### src/rtl/uart_dac_framer_pkg.sv
// Shared constants and parser state encoding
// for the UART-to-DAC sample framer.
package uart_dac_framer_pkg;

  localparam int DAC_W = 12;
  localparam logic [7:0] PKT_HDR = 8'hAA;

  typedef enum logic [1:0] {
    HUNT,
    GOT_HDR,
    GOT_HI,
    GOT_LO
  } pstate_t;

  // HI[7:4] is already known to be zero once we hold only the nibble
  function automatic logic chk_ok(
    input logic [3:0] hi_nib,
    input logic [7:0] lo,
    input logic [7:0] chk
  );
    return chk == ({4'h0, hi_nib} ^ lo);
  endfunction

endpackage

### src/rtl/uart_dac_framer_fifo.sv
// Synchronous show-ahead FIFO; a write into a full FIFO
// is still taken when a read happens in the same cycle.
module sync_fifo #(
  parameter int W  = 12,
  parameter int AW = 4
) (
  input  logic          clk,
  input  logic          rst_n,
  input  logic          wr,
  input  logic [W-1:0]  din,
  input  logic          rd,
  output logic [W-1:0]  dout,
  output logic          full,
  output logic          empty,
  output logic [AW:0]   level
);

  logic [W-1:0]  mem [2**AW];
  logic [AW-1:0] wptr;
  logic [AW-1:0] rptr;
  logic [AW:0]   cnt;
  logic          push;
  logic          pop;

  assign full  = cnt[AW];
  assign empty = (cnt == '0);
  assign level = cnt;
  assign dout  = mem[rptr];
  assign pop   = rd & ~empty;
  assign push  = wr & (~full | pop);

  always_ff @(posedge clk) begin
    if (push) mem[wptr] <= din;
  end

  always_ff @(posedge clk or negedge rst_n) begin
    if (!rst_n) begin
      wptr <= '0;
      rptr <= '0;
      cnt  <= '0;
    end else begin
      if (push) wptr <= wptr + 1'b1;
      if (pop)  rptr <= rptr + 1'b1;
      cnt <= cnt + {{AW{1'b0}}, push}
                 - {{AW{1'b0}}, pop};
    end
  end

endmodule

### src/rtl/uart_dac_framer.sv
// Parses AA/HI/LO/CHK byte packets from the UART and
// paces the 12-bit samples out to the DAC902 bus.
module uart_dac_framer
  import uart_dac_framer_pkg::*;
#(
  parameter int DIV        = 1000,
  parameter int TIMEOUT    = 4095,
  parameter int DEPTH_LOG2 = 4,
  parameter logic [DAC_W-1:0] DAC_INIT = 12'h800
) (
  input  logic                  clk,
  input  logic                  rst_n,
  input  logic [7:0]            rx_data,
  input  logic                  rdsig,
  input  logic                  clr,
  output logic [DAC_W-1:0]      dac_data,
  output logic                  dac_wr,
  output logic [DEPTH_LOG2:0]   level,
  output logic                  pkt_err,
  output logic                  ovf,
  output logic                  udf
);

  localparam int DW = $clog2(DIV);
  localparam int GW = $clog2(TIMEOUT + 1);
  localparam logic [DW-1:0] DIV_LAST = DW'(DIV - 1);
  localparam logic [GW-1:0] TMO_MAX  = GW'(TIMEOUT);

  pstate_t          state;
  logic             rdsig_d;
  logic             stb;
  logic             tmo;
  logic [GW-1:0]    gap;
  logic [3:0]       hi_nib;
  logic [7:0]       lo;
  logic             wr_req;
  logic [DAC_W-1:0] sample;
  logic [DW-1:0]    div_cnt;
  logic             tick;
  logic             pop;
  logic             full;
  logic             empty;
  logic [DAC_W-1:0] head;
  logic             pkt_ev;
  logic             ovf_ev;
  logic             udf_ev;

  assign stb  = rdsig & ~rdsig_d;
  assign tmo  = (state != HUNT) && (gap == TMO_MAX);
  assign tick = (div_cnt == DIV_LAST);
  assign pop  = tick & ~empty;

  always_comb begin
    pkt_ev = tmo;
    if (stb && !tmo) begin
      unique case (1'b1)
        state == GOT_HDR: pkt_ev = (rx_data[7:4] != 4'h0);
        state == GOT_LO:  pkt_ev = !chk_ok(hi_nib, lo, rx_data);
        default:          pkt_ev = 1'b0;
      endcase
    end
  end

  assign ovf_ev = wr_req & full & ~pop;
  assign udf_ev = tick & empty;

  always_ff @(posedge clk or negedge rst_n) begin
    if (!rst_n) begin
      rdsig_d <= 1'b0;
      gap     <= '0;
    end else begin
      rdsig_d <= rdsig;
      if (stb)                gap <= '0;
      else if (gap != TMO_MAX) gap <= gap + 1'b1;
    end
  end

  // Timeout takes priority: a byte landing on that cycle is dropped
  always_ff @(posedge clk or negedge rst_n) begin
    if (!rst_n) begin
      state  <= HUNT;
      hi_nib <= '0;
      lo     <= '0;
      wr_req <= 1'b0;
      sample <= '0;
    end else begin
      wr_req <= 1'b0;
      if (tmo) begin
        state <= HUNT;
      end else if (stb) begin
        unique case (state)
          HUNT: begin
            if (rx_data == PKT_HDR) state <= GOT_HDR;
          end
          GOT_HDR: begin
            hi_nib <= rx_data[3:0];
            state  <= (rx_data[7:4] != 4'h0) ? HUNT : GOT_HI;
          end
          GOT_HI: begin
            lo    <= rx_data;
            state <= GOT_LO;
          end
          GOT_LO: begin
            wr_req <= chk_ok(hi_nib, lo, rx_data);
            sample <= {hi_nib, lo};
            state  <= HUNT;
          end
          default: state <= HUNT;
        endcase
      end
    end
  end

  sync_fifo #(
    .W  (DAC_W),
    .AW (DEPTH_LOG2)
  ) u_fifo (
    .clk   (clk),
    .rst_n (rst_n),
    .wr    (wr_req),
    .din   (sample),
    .rd    (pop),
    .dout  (head),
    .full  (full),
    .empty (empty),
    .level (level)
  );

  always_ff @(posedge clk or negedge rst_n) begin
    if (!rst_n) begin
      div_cnt  <= '0;
      dac_data <= DAC_INIT;
      dac_wr   <= 1'b0;
    end else begin
      div_cnt <= tick ? '0 : div_cnt + 1'b1;
      dac_wr  <= pop;
      if (pop) dac_data <= head;
    end
  end

  // A set event in the same cycle as clr wins
  always_ff @(posedge clk or negedge rst_n) begin
    if (!rst_n) begin
      pkt_err <= 1'b0;
      ovf     <= 1'b0;
      udf     <= 1'b0;
    end else begin
      pkt_err <= pkt_ev | (pkt_err & ~clr);
      ovf     <= ovf_ev | (ovf & ~clr);
      udf     <= udf_ev | (udf & ~clr);
    end
  end

endmodule

### config.mk
export PLATFORM = sky130hd
export DESIGN_NAME = uart_dac_framer
export DESIGN_NICKNAME = d
export VERILOG_FILES = /design/src/rtl/uart_dac_framer_pkg.sv /design/src/rtl/uart_dac_framer_fifo.sv /design/src/rtl/uart_dac_framer.sv
export SDC_FILE = /design/constraint.sdc
export NUM_CORES = 1
export LEC_CHECK = 0
export BUFFER_PORTS_ARGS = -buffer_cell sky130_fd_sc_hd__buf_4
export CAP_MARGIN = 40
export CORE_MARGIN = 3
export CORE_UTILIZATION = 45
export DETAILED_ROUTE_END_ITERATION = 7
export PLACE_DENSITY_LB_ADDON = 0.3
export SLEW_MARGIN = 10
export SYNTH_ARGS = -nofsm -noshare
export SYNTH_HDL_FRONTEND = slang
export SYNTH_SLANG_ARGS = --single-unit
### constraint.sdc
create_clock -name clk -period 3.44 [get_ports clk]
set_input_delay 0.344 -clock clk [delete_from_list [all_inputs] [get_ports clk]]
set_output_delay 0.344 -clock clk [all_outputs]
set_load 0.02 [all_outputs]
==> results.sh, run 1 <==
export IMPL_final_nets=680
export IMPL_antenna_left=0
export IMPL_clk_path_buf_depth=3
export IMPL_relSlewSlack_pct=44.6
export IMPL_worstPathArrival_ps=3180
export IMPL_synthCells=608
export IMPL_slowest_stage="or4b_1"
export IMPL_holdBufCountCts=2
export IMPL_place_area_sq_um=11700
export IMPL_place_gp_congestion=0.788
export IMPL_postCtsSetupBuffers=0
export IMPL_cts_inserted_buffers=28
export IMPL_yosysWarningCount=0
export IMPL_max_freq_ghz=0.367
export IMPL_yosys_area_share_simple_pct=5.99
export IMPL_crit_chain="inv_1 > ha_1 > or4b_1 > nand4_1 > inv_1 > ha_1 > inv_1 > ha_1 > fa_1 > a21oi_1 > nor2_1 > nor2_1 > xnor2_1"
export IMPL_hold_violations=0
export IMPL_synth_area_sq_um=11100
export IMPL_grt_antenna_before_repair=0
export IMPL_area_delta_synth_final_pct=14.0
export IMPL_finalPower_mw=6.63
export IMPL_synth_avg_cell_area_sq_um=18.3
export IMPL_rows=56
export IMPL_ctsRootBufferMaster="clkbuf_16"
export IMPL_ys_seq_area_share_pct=69.6
export IMPL_synth_distinct_cells=53
export IMPL_avgRoutedWirePerCell_um=21.6
export IMPL_drc=0
export IMPL_die_h_um=163
export IMPL_dp_slack_ps=710
export IMPL_final_max_slew_viol_count=0
export IMPL_ctsResizeCount=0
export IMPL_drt_total_wl_mm=21.4
export IMPL_coreArea_sq_um=23900
export IMPL_synth_main_ff_cell="edfxtp_1"
export IMPL_synth_top_family_by_area="multiplexers"
export IMPL_synth_edf_count=192
export IMPL_finalSetupViolCount=0
export IMPL_first_pass_iters=5
export IMPL_synth_mux_area_share_pct=15.4
export IMPL_insertion_delay_ps=530
export IMPL_period_minus_slack_ps=2730
export IMPL_grt_pass1_vias=5879
export IMPL_crit_path_max_fanout=3
export IMPL_synth_compound_area_share_pct=2.91
export IMPL_grt_start_max_net_pins=45
export IMPL_rsz0062_at_grt="no"
export IMPL_clk_pin_slew_ps=60
export IMPL_start_util_pct=46.6
export IMPL_grt_total_usage_pct=16.8
export IMPL_power_per_cell_area_nw_per_um2=522
export IMPL_endpoint_kind="flop"
export IMPL_finalWorstSetupSlack_ps=713
export IMPL_synthAdderAreaFrac_pct=1.64
export IMPL_grt_pass1_wl_mm=34.6
export IMPL_htree_num_levels=1
export IMPL_status="complete, no violations"
export IMPL_cp_required_ps=3890
export IMPL_diodes=0
export IMPL_min_period_over_period_pct=79.3
export IMPL_synth_xor_area_share_pct=2.53
export IMPL_cpPeakStageDelay_ps=470
export IMPL_cp_start_kind="flop"
export IMPL_skew_ps=12.7
export IMPL_design_area_sq_um=12700
export IMPL_tightest_slew_ps=830
export IMPL_die_area_sq_um=26700
export IMPL_dp_hpwl_mm=13.9
export IMPL_layout_common_cells="192 x edfxtp_1, 76 x dfrtp_1, 40 x buf_4"
export IMPL_min_delay_path_class="in -> reg"
export IMPL_ys_seq_elements=271
export IMPL_p_leak_nw=4.42
export IMPL_via_per_inst=5.67
export IMPL_io_buffers=32
export IMPL_synthesis_nets=634
export IMPL_cts_tree="yes"
export IMPL_tns_ps=0
export IMPL_drt_initial_drc_count=408
export IMPL_final_common_cell="edfxtp_1"
export IMPL_vias=5632
export IMPL_peakVddDrop_mv=0.382
export IMPL_dieWidth_um=163
export IMPL_drive_gt1_share_pct=24.1
export IMPL_worstSetupPathType="reg -> reg"
export IMPL_synthArstFlopShare_pct=29.2
export IMPL_overflow=0
export IMPL_cts_sinks=271
export IMPL_io_pins=33
export IMPL_maxCapViolCount=0
[Yosys cell counts (2+ instances only)]
master    instances  area, sq um
inv_1            15         56.3
or3_1             5         31.3
buf_6             5         56.3
a21oi_1          10         50.1
nor3_1           13         65.1
nor4_1            3         18.8
o211ai_1          2         15.0
a31oi_1           2         12.5
mux4_1           18          473
a221o_1          12          120
and2_1            2         12.5
buf_2             9         45.0
xnor3_1           2         45.0
xnor2_1          16          140
and3_1            5         31.3
nand2_1           9         33.8
xor2_1           11         96.3
nand4_1           8         50.1
dfrtp_1          78         1950
o31ai_1           2         15.0
mux2_2           38          428
nand3_1          12         60.1
and4bb_2          3         37.5
clkbuf_1         11         41.3
nand4b_1          2         17.5
nor4bb_1          2         20.0
mux2i_1          14          140
and4_1            9         78.8
edfxtp_1        192         5770
nand2b_1          3         18.8
ha_1             13          163
o21ai_0           8         40.0
buf_1             3         11.3
and4b_1           8         80.1
nor2_1           16         60.1
mux4_2           30          676
[registers in the layout, summed over array words and instances, names as in the netlist, 2 cells and up]
signal and flops:
sample 12, gap 12, u_fifo.wptr 4, lo 8, dac_data 12, hi_nib 4, u_fifo.level 5, u_fifo.rptr 4
u_fifo.mem 192, div_cnt 10, state 2
[worst paths after layout]
check	cells after the start	endpoint	startpoint	slack, ps
max	13	u_fifo.level[4]$_DFF_PN0_	u_fifo.level[2]$_DFF_PN0_	710
max in group asynchronous	3	u_fifo.level[2]$_DFF_PN0_	rst_n	2520
min reg2reg	1	div_cnt[9]$_DFF_PN0_	div_cnt[9]$_DFF_PN0_	470
min	2	lo[0]$_DFFE_PN0P_	rx_data[0]	80
max reg2reg	13	u_fifo.level[4]$_DFF_PN0_	u_fifo.level[2]$_DFF_PN0_	710
min in group asynchronous	2	sample[8]$_DFFE_PN0P_	rst_n	310
[power breakdown]
part / internal (mW) / leakage, nW / switching [mW]
sequential: 3.49 / 2.74 / 0.0278
combinational: 0.0443 / 1.24 / 0.0515
clock: 1.81 / 0.449 / 1.21
[metrics by stage]
step	hold WS [ps]	instances	util, %
6_report	80.5	994	53.1
5_1_grt	69.1	994	53.1
4_1_cts	59.6	994	53.1
3_5_place_dp	355	941	49.2
3_3_place_gp	461	939	49.0
2_1_floorplan	48.4	608	-
[per-layer routing]
metal	up-vias	GRT usage (%)	routed length (um)
met1	2916	23.0	9070
met2	146	28.3	11000
met5	-	0	0
li1	2539	-	-
met4	0	4.23	422
met3	31	3.02	1000
[cell type report]
| cell class | count | area (sq um) |
|---|---|---|
| clock buffers | 39 | 783 |
| clock inverters | 12 | 138 |
| fillers | 1834 | 11200 |
| inverters | 15 | 56.3 |
| multi-input cells | 293 | 3180 |
| flip-flops and latches | 271 | 7750 |
| well taps | 319 | 399 |
| repair buffers | 45 | 380 |
[worst max-delay path, delay by kind of cell (launching register included)]
kind	cells	cell delay, ps
XOR/XNOR	1	130
buffers and inverters	3	200
AO/OA/AOI/OAI	1	140
adder cells (fa/ha/maj)	4	1020
flip-flops	1	400
AND/OR/NAND/NOR	4	760
[kinds of logic after synthesis]
| family | after synthesis |
|---|---|
| multiplexers | 100 |
| buffers and inverters | 44 |
| XOR/XNOR | 29 |
| AND/OR/NAND/NOR | 106 |
| adder cells (fa/ha/maj) | 14 |
| AO/OA/AOI/OAI | 44 |
| flip-flops | 271 |
(Power assumes the default switching activity.)
==> inputs of run 2 (changes only) <==
- ABC_AREA: default -> 1
- clock period: 3.44 -> 2.2 ns (I/O delays scaled with it)
==> run 2 against run 1 <==
  * The flow now finishes with violations (negative setup slack)
  * Worst setup slack got worse by 860 ps
  * Hold slack improved by 110 ps
  * First-iteration DRC count grew 120%
  * Register-to-register slack lost 860 ps
  * Clock power grew 48%
  * Clock skew rose by 1.4 ps
  * Non-clock buffer count is 59 higher
  * Largest power group unchanged
==> results.sh, run 2 <==
export IMPL_status="finished with violations"
export IMPL_violations="negative setup slack"
export IMPL_largest_register_ff_count=192
export IMPL_crit_path_max_fanout=2
export IMPL_drive_gt1_share_pct=14.1
export IMPL_synth_common_cells="394 x nand2_1, 201 x inv_1, 192 x edfxtp_1, 156 x nand3_1, 78 x dfrtp_1"
export IMPL_synthCells=1243
export IMPL_crit_chain="inv_2 > ha_4 > nor3b_4 > nand2_2 > nand2_8 > clkinv_8 > ha_4 > inv_2 > ha_4 > fa_2 > a21oi_2 > nor2_1 > nor2_1 > xor2_1"
export IMPL_yosys_area_top_type="edfxtp_1"
export IMPL_max_freq_ghz=0.427
export IMPL_reg2reg_depth=14
export IMPL_path_common_cell="ha_4"
export IMPL_dp_hpwl_mm=18.2
export IMPL_final_max_slew_viol_count=0
export IMPL_clk_path_buf_depth=3
export IMPL_hold_violations=0
export IMPL_utilization_pct=54.1
export IMPL_peakVddDrop_mv=0.565
export IMPL_avgRoutedWirePerCell_um=16.6
export IMPL_overflow=0
export IMPL_period_minus_slack_ps=2340
export IMPL_synthArstFlopShare_pct=29.2
export IMPL_synth_main_ff_cell="edfxtp_1"
export IMPL_slowest_stage="dfrtp_2"
export IMPL_drt_total_wl_mm=28.0
export IMPL_highest_layer="met4"
export IMPL_final_common_cell="nand2_1"
export IMPL_io_buffers=32
export IMPL_finalNonFillerCells=1688
export IMPL_cp_required_ps=2660
export IMPL_drt_initial_drc_count=899
export IMPL_dieWidth_um=171
export IMPL_grt_pass1_vias=8145
export IMPL_synth_edf_count=192
export IMPL_htree_num_levels=1
export IMPL_finalPower_mw=11.0
export IMPL_yosysWarningCount=0
export IMPL_finalWorstSetupSlack_ps=-145
export IMPL_cp_start_kind="flop"
export IMPL_grt_antenna_before_repair=0
export IMPL_max_flop_register="u_fifo.mem"
export IMPL_wl_met1_mm=12.3
export IMPL_die_h_um=171
export IMPL_cts_tree="yes"
export IMPL_ys_seq_elements=271
export IMPL_diodes=0
export IMPL_cts_sinks=271
export IMPL_synthesis_nets=1269
export IMPL_endpoint_kind="flop"
export IMPL_tightest_slew_ps=922
export IMPL_relSlewSlack_pct=38.5
export IMPL_synth_area_sq_um=12200
export IMPL_coreArea_sq_um=26400
export IMPL_layout_common_cells="392 x nand2_1, 197 x inv_1, 192 x edfxtp_1"
export IMPL_routed_wl_met2_mm=13.0
export IMPL_die_area_sq_um=29100
export IMPL_min_period_over_period_pct=107
export IMPL_area_delta_synth_final_pct=17.1
export IMPL_synth_avg_cell_area_sq_um=9.80
export IMPL_io_pins=33
export IMPL_worstSetupPathType="reg -> reg"
export IMPL_route_met3_wl_mm=1.73
export IMPL_insertion_delay_ps=550
export IMPL_finalSetupViolCount=2
export IMPL_p_leak_nw=6.37
export IMPL_grt_pass1_wl_mm=44.2
export IMPL_place_gp_congestion=0.858
export IMPL_ys_seq_area_share_pct=63.5
export IMPL_vias=8474
export IMPL_via_per_inst=5.02
export IMPL_path_delay_family="adder cells"
export IMPL_skew_ps=14.1
export IMPL_maxCapViolCount=0
export IMPL_min_delay_path_class="in -> async"
export IMPL_first_pass_iters=5
export IMPL_drc=0
export IMPL_ctsRootBufferMaster="clkbuf_16"
export IMPL_antenna_left=0
export IMPL_placedCellCount=1616
export IMPL_grt_total_usage_pct=19.5
export IMPL_final_nets=1356
export IMPL_rows=59
export IMPL_clk_pin_slew_ps=60
export IMPL_tns_ps=-166
export IMPL_synth_most_common_cell="nand2_1"
export IMPL_synth_top_cells_by_area="edfxtp_1 47%, dfrtp_1 16%, nand2_1 12%"
export IMPL_power_per_cell_area_nw_per_um2=770
export IMPL_rsz0062_at_grt="yes"
export IMPL_grt_start_max_net_pins=99
export IMPL_synth_distinct_cells=46
export IMPL_whs_ps=189
export IMPL_start_util_pct=46.2
export IMPL_crit_cells=14
export IMPL_worstPathArrival_ps=2810
export IMPL_synth_top_area_share_pct=47.3
export IMPL_cts_inserted_buffers=29
export IMPL_path_buf_inv=3
export IMPL_cpPeakStageDelay_ps=400
[run 2: layout make-up]
class                      count  area [sq um]
fill                        2245         12100
clock inverter                17           108
clock buffer                  37           766
inverter                     209           806
tap                          335           419
timing repair buffer         104           911
sequential                   271          7750
multi-input combinational    715          3510
[run 2: cell families after synthesis]
family	Yosys count	synth area share (%)
xor gates and xnor gates	18	1.29
and+or+nand+nor	633	22.4
adders and majority gates	14	1.50
DFF	271	63.5
AOI/OAI and AO/OA	50	2.34
buffers and inverters	257	8.96
[run 2: worst paths after layout]
check,from,end,slack (ps)
setup / recovery,u_fifo.level[2]$_DFF_PN0_,u_fifo.level[4]$_DFF_PN0_,-140
hold / removal,rst_n,dac_data[9]$_DFFE_PN0P_,190
setup reg to reg,u_fifo.level[2]$_DFF_PN0_,u_fifo.level[4]$_DFF_PN0_,-140
hold reg to reg,dac_data[1]$_DFFE_PN0P_,dac_data[1]$_DFFE_PN0P_,480
max in group asynchronous,rst_n,sample[2]$_DFFE_PN0P_,1370
min in group clk,rdsig,rdsig_d$_DFF_PN0_,340
[run 2: what timing repair did]
item                                    in CTS  in global routing
pin swaps                                    1                  2
hold endpoints to repair                    49                  0
endpoints found under the setup margin       2                 43
gates resized for setup                      0                 13
setup buffers                                1                  6
hold buffers                                11                  0
[run 2: metrics by stage]
stage	area [sq um]	setup slack, ps
floorplan	12300	-262
global placement	13200	-101
detailed placement	13200	-137
CTS	14200	-172
global route	14300	-285
finish	14300	-145
[run 2: layer usage]
metal	global-route usage (%)	up-vias
met4	6.56	0
met1	27.4	4000
li1	-	4182
met5	0	-
met3	3.03	59
met2	31.3	233
[run 2: where the power goes]
group	switching (mW)	total, mW	internal, mW
Sequential	0.260	5.96	5.70
Combinational	0.348	0.552	0.204
Clock	1.91	4.47	2.56
Total	2.52	11.0	8.47
